===== src/rtl/sw_code_gen.sv =====
`default_nettype none
// +----------------------------------------------------------------------------+
// | Module      : sw_code_gen                                                  |
// | Description : Source stage for the 3-8 LED decoder. Synchronises and       |
// |               debounces four switches and an active-low push-key, then     |
// |               drives a 3-bit code. Manual mode follows SW[2:0]. Auto mode  |
// |               is a running light that steps every STEP_CNT cycles. The key |
// |               reverses the stepping direction.                             |
// | Ports       : CLK  - system clock, all state on rising edge                |
// |               RST  - asynchronous active-high reset                        |
// |               SW   - raw switches, [2:0] manual code, [3] mode (1 = auto)  |
// |               KEY  - raw push-key, active-low                              |
// |               CODE - registered code to the decoder                        |
// |               DIR  - auto direction, 0 = up, 1 = down                      |
// |               STEP - one-cycle pulse on every auto-mode code change        |
// |               AUTO - high while in auto mode                               |
// | Revision    : 1.0 - initial release                                        |
// +----------------------------------------------------------------------------+
module sw_code_gen #(
  parameter int DEB_CNT  = 1_000_000,
  parameter int STEP_CNT = 25_000_000
) (
  input  logic       CLK,
  input  logic       RST,
  input  logic [3:0] SW,
  input  logic       KEY,
  output logic [2:0] CODE,
  output logic       DIR,
  output logic       STEP,
  output logic       AUTO
);

  localparam int c_DEB_W  = (DEB_CNT  > 1) ? $clog2(DEB_CNT)  : 1;
  localparam int c_STEP_W = (STEP_CNT > 1) ? $clog2(STEP_CNT) : 1;
  localparam logic [c_DEB_W-1:0]  c_DEB_LAST  = c_DEB_W'(DEB_CNT - 1);
  localparam logic [c_STEP_W-1:0] c_STEP_LAST = c_STEP_W'(STEP_CNT - 1);
  // Bit 4 is the key (idle high), bits 3:0 are the switches (idle low).
  localparam logic [4:0] c_IN_RST = 5'b10000;

  typedef enum logic [0:0] {
    S_MANUAL = 1'b0,
    S_AUTO   = 1'b1
  } state_t;

  logic [4:0]          w_raw;
  logic [4:0]          r_s1;
  logic [4:0]          r_s2;
  logic [4:0]          w_deb;
  logic                r_key_q;
  logic                w_kpress;
  state_t              r_state;
  state_t              w_state_nxt;
  logic [2:0]          r_code;
  logic [2:0]          w_code_nxt;
  logic                r_dir;
  logic                w_dir_nxt;
  logic                r_step;
  logic                w_step_nxt;
  logic [c_STEP_W-1:0] r_timer;
  logic [c_STEP_W-1:0] w_timer_nxt;

  assign w_raw = {KEY, SW};

  // Two-flop synchroniser for all five raw inputs.
  always_ff @(posedge CLK or posedge RST) begin
    if (RST) begin
      r_s1 <= c_IN_RST;
      r_s2 <= c_IN_RST;
    end else begin
      r_s1 <= w_raw;
      r_s2 <= r_s1;
    end
  end

  // Independent debouncer per input: the new level is accepted only after it
  // has differed from the accepted level for DEB_CNT consecutive cycles.
  for (genvar i = 0; i < 5; i++) begin : g_deb
    logic [c_DEB_W-1:0] r_cnt;
    logic               r_bit;

    always_ff @(posedge CLK or posedge RST) begin
      if (RST) begin
        r_cnt <= '0;
        r_bit <= c_IN_RST[i];
      end else if (r_s2[i] == r_bit) begin
        r_cnt <= '0;
      end else if (r_cnt == c_DEB_LAST) begin
        r_bit <= r_s2[i];
        r_cnt <= '0;
      end else begin
        r_cnt <= r_cnt + 1'b1;
      end
    end

    assign w_deb[i] = r_bit;
  end

  // Press event: debounced key falling edge (active-low key).
  always_ff @(posedge CLK or posedge RST) begin
    if (RST) begin
      r_key_q <= 1'b1;
    end else begin
      r_key_q <= w_deb[4];
    end
  end

  assign w_kpress = r_key_q & ~w_deb[4];

  always_ff @(posedge CLK or posedge RST) begin
    if (RST) begin
      r_state <= S_MANUAL;
      r_code  <= 3'd0;
      r_dir   <= 1'b0;
      r_step  <= 1'b0;
      r_timer <= '0;
    end else begin
      r_state <= w_state_nxt;
      r_code  <= w_code_nxt;
      r_dir   <= w_dir_nxt;
      r_step  <= w_step_nxt;
      r_timer <= w_timer_nxt;
    end
  end

  always_comb begin
    w_state_nxt = r_state;
    w_code_nxt  = r_code;
    w_step_nxt  = 1'b0;
    w_timer_nxt = r_timer;
    // The step below reads r_dir, so a press coinciding with a step uses the
    // old direction while the toggle lands on the same edge.
    w_dir_nxt   = r_dir ^ w_kpress;

    case (r_state)
      S_MANUAL: begin
        w_code_nxt  = w_deb[2:0];
        w_timer_nxt = '0;
        if (w_deb[3]) begin
          w_state_nxt = S_AUTO;
        end
      end
      S_AUTO: begin
        // Leaving auto mode takes priority over a coinciding timer expiry.
        if (!w_deb[3]) begin
          w_state_nxt = S_MANUAL;
          w_timer_nxt = '0;
        end else if (r_timer == c_STEP_LAST) begin
          w_timer_nxt = '0;
          w_step_nxt  = 1'b1;
          w_code_nxt  = r_dir ? (r_code - 3'd1) : (r_code + 3'd1);
        end else begin
          w_timer_nxt = r_timer + 1'b1;
        end
      end
      default: begin
        w_state_nxt = S_MANUAL;
      end
    endcase
  end

  assign CODE = r_code;
  assign DIR  = r_dir;
  assign STEP = r_step;
  assign AUTO = (r_state == S_AUTO);

endmodule
`default_nettype wire

===== config.mk =====
export PLATFORM = sky130hd
export DESIGN_NAME = sw_code_gen
export DESIGN_NICKNAME = d
export VERILOG_FILES = /design/src/rtl/sw_code_gen.sv
export SDC_FILE = /design/constraint.sdc
export NUM_CORES = 1
export LEC_CHECK = 0
export CAP_MARGIN = 30
export CORE_MARGIN = 2
export CORE_UTILIZATION = 25
export CTS_BUF_LIST = sky130_fd_sc_hd__clkbuf_8
export CTS_CLUSTER_DIAMETER = 60
export DETAILED_ROUTE_END_ITERATION = 7
export PLACE_DENSITY = 0.43
export SYNTH_ARGS = -nofsm -noshare
export SYNTH_HDL_FRONTEND = slang
export SYNTH_SLANG_ARGS = --single-unit

===== constraint.sdc =====
create_clock -name CLK -period 14.75 [get_ports CLK]
set_clock_uncertainty 0.15 [all_clocks]
set_input_delay 2.2125 -clock CLK [delete_from_list [all_inputs] [get_ports CLK]]
set_output_delay 2.2125 -clock CLK [all_outputs]
set_load 0.02 [all_outputs]

## After elaboration in Yosys (flattened, before gate mapping)

Index checks and enable logic that the tools add are counted.

| operators by class | value |
|---|---|
| add/subtract/negate cells | 8 |
| eq/ne operators | 13 |
| mux-type cells | 21 |
| bitwise operators | 9 |
| reductions and logical operators | 6 |

Operators by type and width:

| cell | count |
|---|---|
| 20-bit 2-to-1 mux | 10 |
| 20-bit by 1-bit adder with 20-bit output (second input constant) | 5 |
| 20-bit equality test (second input constant) | 5 |
| 25-bit 2-to-1 mux | 2 |
| 25-bit one-hot mux with 2 select lines | 1 |
| 25-bit by 1-bit adder with 25-bit output (second input constant) | 1 |
| 25-bit equality test (second input constant) | 1 |
| 2-bit AND reduction | 6 |
| 3-bit 2-to-1 mux | 3 |
| 1-bit inverter | 7 |
| 3-bit one-hot mux with 2 select lines | 1 |
| 1-bit equality test | 5 |
| 1-bit 2-to-1 mux | 4 |
| 2-bit by 1-bit inequality test with 1-bit output (second input constant) | 2 |
| 3-bit by 1-bit adder with 3-bit output (second input constant) | 1 |
| 3-bit by 1-bit subtractor with 3-bit output (second input constant) | 1 |
| 1-bit bitwise AND | 1 |
| 1-bit XOR | 1 |

| storage, ports and cells | value |
|---|---|
| register bits after elaboration | 147 |
| bits of input ports | 7 |

## Depth between registers and ports, before layout

| depth | value |
|---|---|
| depth after elaboration | 5 |
| depth in mapped cells | 6 |
| depth with buffers taken out | 6 |

## Worst setup path after synthesis

No wires, ideal clock.

| path | value |
|---|---|
| path type | flip-flop to output port |
| start point | register r_state, in the netlist AUTO |
| end point | output AUTO |
| arrival | 0.509 ns |
| path slack | 11.879 ns |
| stages on the path, launching flop included | 1 |
| path buffers | 0 |
| cells stage by stage | dfrtp_1 |

RTL lines:

| item | line | RTL |
|---|---|---|
| start: declaration | 51 | `state_t r_state;` |
| start signal: assignment | 117 | `r_state <= w_state_nxt;` |
| end: declaration | 30 | `output logic AUTO` |

No word-level cell between the ends.

## Worst setup path in the final report

| path | value |
|---|---|
| start point | register r_state, in the netlist AUTO |
| end point | output AUTO |

No word-level cell between the ends.

==> summary.txt <==
RUN STATUS
--------------------------------------------------------------------------------------------------
Outcome .............................................................................    completed

DRT
--------------------------------------------------------------------------------------------------
Detailed-router iteration count before antenna repair ...............................            7
Number of DRC markers in iteration 0 ................................................          306
Overall routed net length ........................................................... 14800 microns
Routed via count ....................................................................         5305
DRC violation count after routing ...................................................            0
Routed wire length per instance ..................................................... 13.1 microns
Vias per Instance ...................................................................         4.69
Antenna viol nets, final ............................................................            0

FINAL LAYOUT
--------------------------------------------------------------------------------------------------
Total inserted antenna cells ........................................................            0
Footprint of the flip-flops and latches ............................................. 0.00368 sq mm
Non-filler instance count after layout ..............................................         1130
Area growth from synthesis to final layout ..........................................        13.3%
Most frequent cells in the layout ................................................... sky130_fd_sc_hd__dfrtp_1, sky130_fd_sc_hd__nor2_1, sky130_fd_sc_hd__nand3_1, sky130_fd_sc_hd__xnor2_1, sky130_fd_sc_hd__a21oi_1
Most frequent standard cell in the layout excluding fill and tap cells .............. sky130_fd_sc_hd__dfrtp_1
Post-layout utilization of the core .................................................        29.0%
Nets ................................................................................          753
Multi-input combinational cell area ................................................. 0.00329 sq mm
Proportion of layout cells with a drive suffix above 1 ..............................        7.98%
Final Instance Area ................................................................. 0.00811 sq mm
Final-layout fill cell count ........................................................         2948

SETUP PATH
--------------------------------------------------------------------------------------------------
CP delay by family, top ............................................................. buffers and inverters
Type of destination of the critical path ............................................  output port
Crit path max-delay cell type ....................................................... sky130_fd_sc_hd__clkdlybuf4s50_1
Worst Path Class, Setup ............................................................. flip-flop to output port
Maximum fanout along the worst path .................................................            8
Maximum cell stage delay along the critical path ....................................      0.66 ns
Buffers and inverters on the worst path .............................................            1
Cells along the critical path ....................................................... clkdlybuf4s50_1
Startpoint kind of the worst setup timing path ......................................    flip-flop
Required time of the worst setup path ...............................................     12.39 ns
Arrival time at the worst endpoint ..................................................      1.58 ns

SYNTH
--------------------------------------------------------------------------------------------------
Total of flip-flops plus latches after synthesis ....................................          147
Synth Area per Inst .................................................................   9.89 sq um
Synth area leader ................................................................... sky130_fd_sc_hd__dfrtp_1
Top cells by area, synth ............................................................ sky130_fd_sc_hd__dfrtp_1, sky130_fd_sc_hd__xnor2_1, sky130_fd_sc_hd__nor2_1, sky130_fd_sc_hd__xor2_1, sky130_fd_sc_hd__nand3_1
Share of async-settable or async-resettable flops after synthesis ...................         100%
Number of enable flip-flop cells after synthesis ....................................            0
Flip-flop cell with the highest count after synthesis ............................... sky130_fd_sc_hd__dfrtp_1
Yosys top cell area share ...........................................................        50.0%
Synthesized instance count ..........................................................          724
YS warnings .........................................................................            0
Distinct cell type count of the synthesized netlist .................................           49
Combined area of all synthesized cells .............................................. 0.00716 sq mm
Fraction of the yosys area taken by sequential cells ................................        51.5%
Post-synth net total ................................................................          738

PLACE
--------------------------------------------------------------------------------------------------
Port Buffers ........................................................................           12
Half-perimeter wire length after detailed placement ................................. 9700 microns
Placed inst area .................................................................... 0.00771 sq mm
Final weighted congestion in routability-driven placement ...........................        0.694
Cell Count Post-Placement ...........................................................         1098

CTS
--------------------------------------------------------------------------------------------------
TritonCTS clock tree ................................................................        built
Number of buffers inserted during clock tree synthesis ..............................           17
Setup Fix Bufs, Post-CTS ............................................................            0
Buffer levels on the longest clock path .............................................            2
CTS sink count ......................................................................          147
Worst skew pair latency .............................................................      0.45 ns
Library cell used as clock root buffer .............................................. sky130_fd_sc_hd__clkbuf_8
Count of hold-fix buffers inserted at cts ...........................................            0
CTS resizes .........................................................................            0
Clock transition time at the flip-flop clock pins of the worst setup and hold paths .      0.08 ns
# H-tree levels .....................................................................            4

STA
--------------------------------------------------------------------------------------------------
RSZ-0062 raised after global routing ................................................           no
Final number of setup-violating endpoints ...........................................            0
Number of endpoints with negative hold slack in the final report ....................            0
Fraction of the cycle the final worst path needs ....................................        26.7%
Setup TNS ...........................................................................         0 ns
Slew Viols, Final ...................................................................            0
Minimum clock period after layout ...................................................      3.94 ns
Pin slew with the least headroom to its limit .......................................     0.860 ns
Maximum frequency from static timing analysis .......................................      254 MHz
Max-Slew Margin vs Limit ............................................................        42.7%

FLOORPLANNING
--------------------------------------------------------------------------------------------------
Area enclosed by the die boundary ................................................... 0.0300 sq mm
Effective utilization at floorplan ..................................................        25.6%
Num rows ............................................................................           61
Floorplan core area ................................................................. 0.0280 sq mm
Boundary pin count ..................................................................           13
Die height ..........................................................................  173 microns
Die X-Extent ........................................................................  173 microns

POWER AND IR DROP
--------------------------------------------------------------------------------------------------
Leakage Power .......................................................................   0.00300 uW
Share of power burned in combinational logic ........................................         2.9%
Sequential power share ..............................................................        54.3%
NetSw ...............................................................................       179 uW
Worst-case vdd ir drop ..............................................................      42.6 uV
Int Pwr .............................................................................       580 uW
Clk pwr share .......................................................................        42.7%
Switching Share .....................................................................        23.6%
Areal power density over the cells .................................................. 93.5 mW/mm^2

GLOBAL ROUTING
--------------------------------------------------------------------------------------------------
Maximum number of pins on one net before global-route repair ........................           92
Overflow after GRT ..................................................................            0
Gr usage total ......................................................................        10.7%
Antenna violations before repair ....................................................            0
Global-route wire length before repair .............................................. 26300 microns
Via count of the first global-routing pass ..........................................         5318

FLOW RUN
--------------------------------------------------------------------------------------------------
Max_cap viols .......................................................................            0

MIN PATH
--------------------------------------------------------------------------------------------------
Worst hold path class ............................................................... flip-flop to flip-flop

## registers in the layout (all words and copies together), names as in the netlist
| name | cells |
|---|---|
| AUTO | 1 |
| g_deb.r_cnt | 100 |
| STEP | 1 |
| r_timer | 25 |
| r_s2 | 5 |
| CODE | 3 |
| g_deb.r_bit | 5 |
| r_key_q | 1 |
| DIR | 1 |
| r_s1 | 5 |
## synth_stat cells, types with 6 or more instances
| cell type | n |
|---|---|
| sky130_fd_sc_hd__dfrtp_1 | 143 |
| sky130_fd_sc_hd__nor2_1 | 89 |
| sky130_fd_sc_hd__nand3_1 | 48 |
| sky130_fd_sc_hd__xnor2_1 | 45 |
| sky130_fd_sc_hd__a21oi_1 | 42 |
| sky130_fd_sc_hd__nand2_1 | 40 |
| sky130_fd_sc_hd__xor2_1 | 32 |
| sky130_fd_sc_hd__inv_1 | 29 |
| sky130_fd_sc_hd__or4_1 | 28 |
| sky130_fd_sc_hd__o31ai_1 | 26 |
| sky130_fd_sc_hd__or3_1 | 24 |
| sky130_fd_sc_hd__nand4_1 | 23 |
| sky130_fd_sc_hd__nor4_1 | 22 |
| sky130_fd_sc_hd__o21ai_0 | 22 |
| sky130_fd_sc_hd__and3_1 | 15 |
| sky130_fd_sc_hd__nor3_1 | 15 |
| sky130_fd_sc_hd__clkbuf_1 | 13 |
| sky130_fd_sc_hd__ha_1 | 6 |
## worst paths after layout
check / to / slack, ns / cells after the start / startpoint
max reg2reg: g_deb[0].r_cnt[10] / 12.33 / 5 / g_deb[0].r_cnt[0]
min reg2reg: r_s2[4] / 0.21 / 0 / r_s1[4]
min in group asynchronous: g_deb[4].r_cnt[9] / 2.15 / 2 / RST
min: r_s2[4] / 0.21 / 0 / r_s1[4]
max: AUTO / 10.81 / 1 / AUTO
max in group asynchronous: r_timer[19] / 11.02 / 3 / RST
## per-stage QoR
| stage | hold slack, ns | power [uW] | worst slack (ns) |
|---|---|---|---|
| 4_1_cts | 0.210 | 776 | 10.75 |
| 3_5_place_dp | 0.195 | 444 | 10.40 |
| 5_1_grt | 0.212 | 796 | 10.72 |
| 6_report | 0.209 | 759 | 10.81 |
| 2_1_floorplan | 0.181 | 435 | 8.44 |
| 3_3_place_gp | 0.197 | 444 | 10.38 |
## final cells by class
class	count	share of cell area (%)
tap	378	5.83
timing repair buffer	16	1.85
sequential	147	45.4
clock inverter	15	2.08
multi-input combinational	528	40.6
inverter	29	1.40
clock buffer	17	2.88
## per-layer routing
layer	track usage, %	share of wire, %
met1	14.2	50
met2	16.9	46
met3	2.06	2.6
met4	4.45	1.5
met5	0	0
## power by group through the flow
stage / logic (uW) / clock network, uW / registers [uW]
after floorplan: 16.0 / 0 / 419
after global placement: 23.6 / 0 / 420
after detailed placement: 23.5 / 0 / 420
after CTS: 23.6 / 340 / 412
after global routing: 26.5 / 356 / 413
final: 22.2 / 324 / 412
## logic make-up after synthesis
kind of cell / after synthesis / synth area share [%]
xor gates and xnor gates: 77 / 9.42
DFF: 147 / 51.5
and+or+nand+nor: 340 / 25.7
muxes: 5 / 0.786
adders and majority gates: 7 / 1.33
buffers and inverters: 49 / 2.78
AOI/OAI and AO/OA: 99 / 8.49
(Power assumes the default switching activity.)
